===== src/rtl/mtr_drv.sv =====
// Three-phase gate driver: PWM carrier, per-leg request decode, dead-time insertion.
// Optional shoot-through monitor enabled by defining MTR_DRV_SHOOT_CHK_EN.
module mtr_drv #(
    parameter int DEADTIME = 32
) (
    input  logic        clk,
    input  logic        rst_n,
    input  logic [10:0] duty,
    input  logic [1:0]  selGrn,
    input  logic [1:0]  selYlw,
    input  logic [1:0]  selBlu,
    output logic        PWM_synch,
    output logic        highGrn,
    output logic        lowGrn,
    output logic        highYlw,
    output logic        lowYlw,
    output logic        highBlu,
    output logic        lowBlu,
    output logic        shoot_flt
);

    typedef enum logic {PASS, DEAD} leg_st_t;

    localparam logic [7:0] DT_LAST = 8'(DEADTIME - 1);

    logic [10:0]     cnt;
    logic [10:0]     cnt_nxt;
    logic [10:0]     duty_lat;
    logic [10:0]     duty_nxt;
    logic            pwm_sig;
    logic [2:0][1:0] sel;
    logic [2:0]      high_raw;
    logic [2:0]      low_raw;

    function automatic logic [1:0] leg_req(input logic [1:0] s, input logic p);
        logic [1:0] r;
        unique case (s)
            2'b00:   r = 2'b00;
            2'b01:   r = {~p, p};
            2'b10:   r = {p, ~p};
            default: r = {1'b0, p};
        endcase
        return r;
    endfunction

    assign cnt_nxt  = cnt + 11'd1;
    // New duty is visible to the compare on the same edge the counter wraps.
    assign duty_nxt = (cnt == 11'h7ff) ? duty : duty_lat;
    assign sel      = {selBlu, selYlw, selGrn};

    always_ff @(posedge clk or negedge rst_n) begin
        if (!rst_n) begin
            cnt       <= '0;
            duty_lat  <= '0;
            pwm_sig   <= 1'b0;
            PWM_synch <= 1'b0;
        end else begin
            cnt       <= cnt_nxt;
            duty_lat  <= duty_nxt;
            pwm_sig   <= cnt_nxt < duty_nxt;
            PWM_synch <= cnt == 11'd1;
        end
    end

    for (genvar g = 0; g < 3; g++) begin : g_leg
        leg_st_t    st;
        logic       prev_h;
        logic       prev_l;
        logic [7:0] dt_cnt;
        logic       hreq;
        logic       lreq;
        logic       chg;
        logic       h_q;
        logic       l_q;

        assign {hreq, lreq} = leg_req(sel[g], pwm_sig);
        assign chg          = (hreq != prev_h) || (lreq != prev_l);
        assign high_raw[g]  = h_q;
        assign low_raw[g]   = l_q;

        always_ff @(posedge clk or negedge rst_n) begin
            if (!rst_n) begin
                st     <= PASS;
                prev_h <= 1'b0;
                prev_l <= 1'b0;
                dt_cnt <= '0;
                h_q    <= 1'b0;
                l_q    <= 1'b0;
            end else begin
                prev_h <= hreq;
                prev_l <= lreq;
                unique case (st)
                    PASS: begin
                        if (chg) begin
                            st     <= DEAD;
                            dt_cnt <= '0;
                            h_q    <= 1'b0;
                            l_q    <= 1'b0;
                        end else begin
                            h_q <= hreq;
                            l_q <= lreq;
                        end
                    end
                    DEAD: begin
                        h_q <= 1'b0;
                        l_q <= 1'b0;
                        if (chg) begin
                            dt_cnt <= '0;
                        end else if (dt_cnt == DT_LAST) begin
                            st  <= PASS;
                            h_q <= hreq;
                            l_q <= lreq;
                        end else begin
                            dt_cnt <= dt_cnt + 8'd1;
                        end
                    end
                endcase
            end
        end
    end

`ifdef MTR_DRV_SHOOT_CHK_EN
    always_ff @(posedge clk or negedge rst_n) begin
        if (!rst_n)
            shoot_flt <= 1'b0;
        else if (|(high_raw & low_raw))
            shoot_flt <= 1'b1;
    end

    assign {highBlu, highYlw, highGrn} = high_raw & ~{3{shoot_flt}};
    assign {lowBlu, lowYlw, lowGrn}    = low_raw & ~{3{shoot_flt}};
`else
    assign shoot_flt                   = 1'b0;
    assign {highBlu, highYlw, highGrn} = high_raw;
    assign {lowBlu, lowYlw, lowGrn}    = low_raw;
`endif

endmodule


===== config.mk =====
export PLATFORM = sky130hd
export DESIGN_NAME = mtr_drv
export DESIGN_NICKNAME = d
export VERILOG_FILES = /design/src/rtl/mtr_drv.sv
export SDC_FILE = /design/constraint.sdc
export NUM_CORES = 1
export LEC_CHECK = 0
export BUFFER_PORTS_ARGS = -buffer_cell sky130_fd_sc_hd__buf_2
export CAP_MARGIN = 15
export CORE_MARGIN = 8
export CORE_UTILIZATION = 64
export DETAILED_ROUTE_END_ITERATION = 10
export GPL_ROUTABILITY_DRIVEN = 0
export PLACE_DENSITY = 0.85
export SLEW_MARGIN = 40
export SYNTH_ARGS = -nofsm -noshare
export SYNTH_HDL_FRONTEND = slang
export SYNTH_SLANG_ARGS = --single-unit
export TNS_END_PERCENT = 30

===== constraint.sdc =====
create_clock -name clk -period 4.5 [get_ports clk]
set_input_delay 1.125 -clock clk [delete_from_list [all_inputs] [get_ports clk]]
set_output_delay 1.125 -clock clk [all_outputs]
set_load 0.05 [all_outputs]

==> results.md <==
- The run finished with clean final reports.
- Measured on the finished design, the core utilization comes to 0.744.
- The net count of the mapped netlist is around 330.
- Across all register-to-register paths, the minimum setup slack is between 1.5 and 2 ns.
- The most instantiated flip-flop cell in the synthesis netlist is sky130_fd_sc_hd__dfrtp_1.
- The path type of the worst setup path is reg -> reg.
- In this run the count of I/O pins placed on the die edge is 27.
- The final number of max-transition violations is 0.
- The portion of the clock cycle consumed by the worst path in the final layout is 0.644.
- The nature of the critical path startpoint is a register.
- Dividing the detail-routed via count by the number of cells gives ~5.6.
- For this run, the register share of the synthesized area comes to 0.495.
- Entering global routing, the biggest net connects 49 pins.
- The estimated wirelength of the detail-placed design is 4310 um.
- Setup violations remaining at the end of the flow were counted as 0.
- The cts-stage hold buffer count is 0.
- The longest clock path from root to sink contains 2 buffers.
- The data arrival time at the worst-slack endpoint is approximately 3.1 ns.
- sky130_fd_sc_hd__dfrtp_1 takes more of the synthesized area than any other cell.
- After detailed routing, the average wire length per cell comes to around 15 um.
- The total count of hold-check failures in the final report came to 0.
- Of the post-synthesis cell area, the dominant cell type holds 0.495.
- The worst hold path passes through 2 cells.
- The full die area is 7490 um^2.
- The area growth from synthesis to layout is 11.0%.
- The worst hold path begins at duty_lat[1]$_DFF_PN0_.
- For this run the aggregate overflow at the end of global routing stands at 0.
- 0 antenna diodes ended up in the layout.
- The number of H-tree levels is 3.
- The effective utilization at floorplan is 0.670.
- The async set-reset flop share out of synthesis is 1.00.
- For this run, the top clock speed supported by timing is about 0.35 GHz.
- The worst-case hold path end point is duty_lat[1]$_DFF_PN0_.
- Synthesis inferred 63 register bits.
- The instance count of the mapped netlist is 300.
- The final layout contains routed wiring with a total length of between 6000 and 7000 um.
- After synthesis, the cell types taking the most area are sky130_fd_sc_hd__dfrtp_1 (49%), sky130_fd_sc_hd__ha_1 (5.9%), sky130_fd_sc_hd__mux2i_1 (3.8%).
- The global router's overall resource usage is 0.179.
- The post-route antenna net violation count is 0.
- The shortest clock period the worst path allows after layout is about 2.9 ns.
- The number of warning messages in the yosys log is 0.
- The first TritonRoute pass finished after 4 iterations.
- The smallest hold slack is roughly 0.5 ns.
- The count of cell types in the netlist is 48.
- At the pin with the least slew margin, the transition time is 0.591 ns.
- The share of final-layout standard cells stronger than drive strength 1 is 0.170.
- The synthesized area divided by synthesized cell count is approximately 11 um^2.
- The worst-case headroom to the max-slew limit is 0.606.
- The total number of nets in the final design is 365.
- The tool flagged a number of max-cap violations equal to 0.
- For this design the static power due to leakage is between 1.5 and 2 nW.
- The total CTS buffers is 9.
- The peak supply drop is between 0.2 and 0.25 mV.
- The master cell of the clock root buffer is sky130_fd_sc_hd__clkbuf_8.
- The core region is about 4800 um^2.
- The first routing iteration left roughly 140 violations.
- The first global-routing pass estimated ~10000 um of wire.
- The floorplan die height is ~87 um.
- In this run the power density over the cells is about 300 nW/um^2.
- The launching point of the worst reg2reg path is cnt[0]$_DFF_PN0_.
- The type of destination of the critical path is a register.
- The path class of the lowest-slack min-delay path is reg -> reg.
- The clock-pin slew reported for the worst setup and hold paths after clock tree synthesis is about 0.070 ns.
- In the final timing run, aggregate negative setup slack is 0 ns.
- After floorplanning, the core was divided into 25 placement rows.
- TritonCTS built the clock tree.
- Setup repair after global routing left no endpoint under its margin.
- The sink count of the clock tree is 63.
- The number of antenna violations at the first check in global routing was 0.
- The data required time of the worst path is about 4.8 ns.
- The via count of the first global-routing pass came to 2273.
- The number of cells on the worst reg-to-reg path is 10.
- The width of the chip is slightly below 90 um.
- After clock tree synthesis, the setup repair step added 0 buffers.
- In this run, synthesis inferred 0 flip-flops with an integrated enable.
- The total via count after detailed routing is 2262.
- The remaining design rule violation count is 0.
- The clock insertion delay at the later pin of the skew report is around 0.34 ns.
- Buffers placed on the I/O ports in this run total 25.
- The post-synthesis instance area is around 3200 um^2.
- In this run the critical register-to-register path is captured at pwm_sig$_DFF_PN0_.
- The post-route clock skew is slightly below 0.008 ns.
- Once the clock tree was built, the resizer swapped 0 gates to a different size.
- Of all nets on the critical path, the largest fanout is 13.
layer usage:
layer  up-vias  GRT usage  part of all wire  wire [um]
met2        33      0.273              0.48       2880
met1      1086      0.224              0.47       2850
met3        12     0.0463             0.032        194
met4         0      0.102             0.021        130
li1       1131          -                 -          -
met5         -          0                 0          0
state kept, by name, summed over array words and instances (netlist names), 3 cells and up:
signal	count
g_leg.prev_l	3
g_leg.dt_cnt	24
g_leg.prev_h	3
g_leg.st	3
cnt	11
duty_lat	11
worst max path at each step:
stage	slack [ns]	cells past startpoint	to	start
2_1_floorplan	1.95	7	pwm_sig$_DFF_PN0_	duty[8]
3_3_place_gp	1.72	10	pwm_sig$_DFF_PN0_	cnt[0]$_DFF_PN0_
3_5_place_dp	1.60	10	pwm_sig$_DFF_PN0_	cnt[0]$_DFF_PN0_
4_1_cts	1.58	10	pwm_sig$_DFF_PN0_	cnt[0]$_DFF_PN0_
5_1_grt	1.35	10	pwm_sig$_DFF_PN0_	cnt[0]$_DFF_PN0_
6_report	1.60	10	pwm_sig$_DFF_PN0_	cnt[0]$_DFF_PN0_
where the power goes:
part	switching [mW]	total [mW]	internal, mW
Sequential	0.0103	0.590	0.580
Clock	0.206	0.415	0.209
Combinational	0.0478	0.0769	0.0291
Total	0.265	1.08	0.818
worst max-delay path, stage by stage, from the launching register on:
cell and delay [ns]:
sky130_fd_sc_hd__dfrtp_1 0.47, sky130_fd_sc_hd__ha_1 0.25, sky130_fd_sc_hd__and4_4 0.28, sky130_fd_sc_hd__nand4_4 0.28, sky130_fd_sc_hd__mux2_2 0.38, sky130_fd_sc_hd__inv_1 0.06
sky130_fd_sc_hd__ha_1 0.23, sky130_fd_sc_hd__a211oi_1 0.24, sky130_fd_sc_hd__nor2_1 0.06, sky130_fd_sc_hd__or3_1 0.34, sky130_fd_sc_hd__a211oi_1 0.21
through the flow:
stage | setup WS, ns | area (um^2) | cells | total power [mW]
floorplan | 1.95 | 3190 | 300 | 0.644
global placement | 1.72 | 3360 | 387 | 0.672
detailed placement | 1.60 | 3370 | 387 | 0.677
CTS | 1.58 | 3530 | 402 | 1.09
global route | 1.35 | 3540 | 402 | 1.13
finish | 1.60 | 3540 | 402 | 1.08
area by class of cell:
cell class,count,area (um^2)
inverter,18,67.6
clock inverter,4,22.5
timing repair buffer,26,135
multi-input combinational,213,1510
tap,67,83.8
fill,348,1220
sequential,63,1580
clock buffer,11,141
layout by cell type (no fill, tap or decap), types with 2 or more instances in the layout:
cell / n
sky130_fd_sc_hd__dfrtp_1: 63
sky130_fd_sc_hd__nor2_1: 28
sky130_fd_sc_hd__buf_2: 24
sky130_fd_sc_hd__nand2_1: 21
sky130_fd_sc_hd__inv_1: 17
sky130_fd_sc_hd__ha_1: 15
sky130_fd_sc_hd__a21oi_1: 14
sky130_fd_sc_hd__mux2i_1: 12
sky130_fd_sc_hd__xnor2_1: 12
sky130_fd_sc_hd__nand3_1: 11
sky130_fd_sc_hd__xor2_1: 10
sky130_fd_sc_hd__nand4_1: 10
sky130_fd_sc_hd__clkbuf_8: 10
sky130_fd_sc_hd__nor3_1: 8
sky130_fd_sc_hd__nand2b_1: 7
sky130_fd_sc_hd__o21ai_0: 6
sky130_fd_sc_hd__nor4_1: 5
sky130_fd_sc_hd__a211oi_1: 5
sky130_fd_sc_hd__nand3b_1: 4
sky130_fd_sc_hd__and3_1: 4
sky130_fd_sc_hd__or3_1: 4
sky130_fd_sc_hd__and4_4: 3
sky130_fd_sc_hd__mux2_2: 3
sky130_fd_sc_hd__a21oi_2: 3
sky130_fd_sc_hd__clkinv_2: 3
sky130_fd_sc_hd__nor3b_1: 2
sky130_fd_sc_hd__a31oi_1: 2
sky130_fd_sc_hd__nor4bb_1: 2
sky130_fd_sc_hd__a311o_1: 2
sky130_fd_sc_hd__o311ai_0: 2
sky130_fd_sc_hd__and4_1: 2
sky130_fd_sc_hd__buf_4: 2
cell families after synthesis:
| kind of cell | synth area share |
|---|---|
| xor gates and xnor gates | 0.0605 |
| AOI/OAI and AO/OA | 0.0927 |
| muxes | 0.0530 |
| buffers and inverters | 0.0334 |
| and+or+nand+nor | 0.205 |
| other | 0.00118 |
| DFF | 0.495 |
| adders and majority gates | 0.0589 |
synthesized netlist by cell type (all sizes together) (4+ instances only):
master	n
a211oi	5
a21oi	17
and3	4
and4	5
buf	6
dfrtp	63
ha	15
inv	18
mux2	4
mux2i	12
nand2	21
nand2b	7
nand3	11
nand3b	4
nand4	11
nor2	28
nor3	8
nor4	5
o21ai	6
or3	4
xnor2	12
xor2	10
Power figures use the tool's default switching activity.
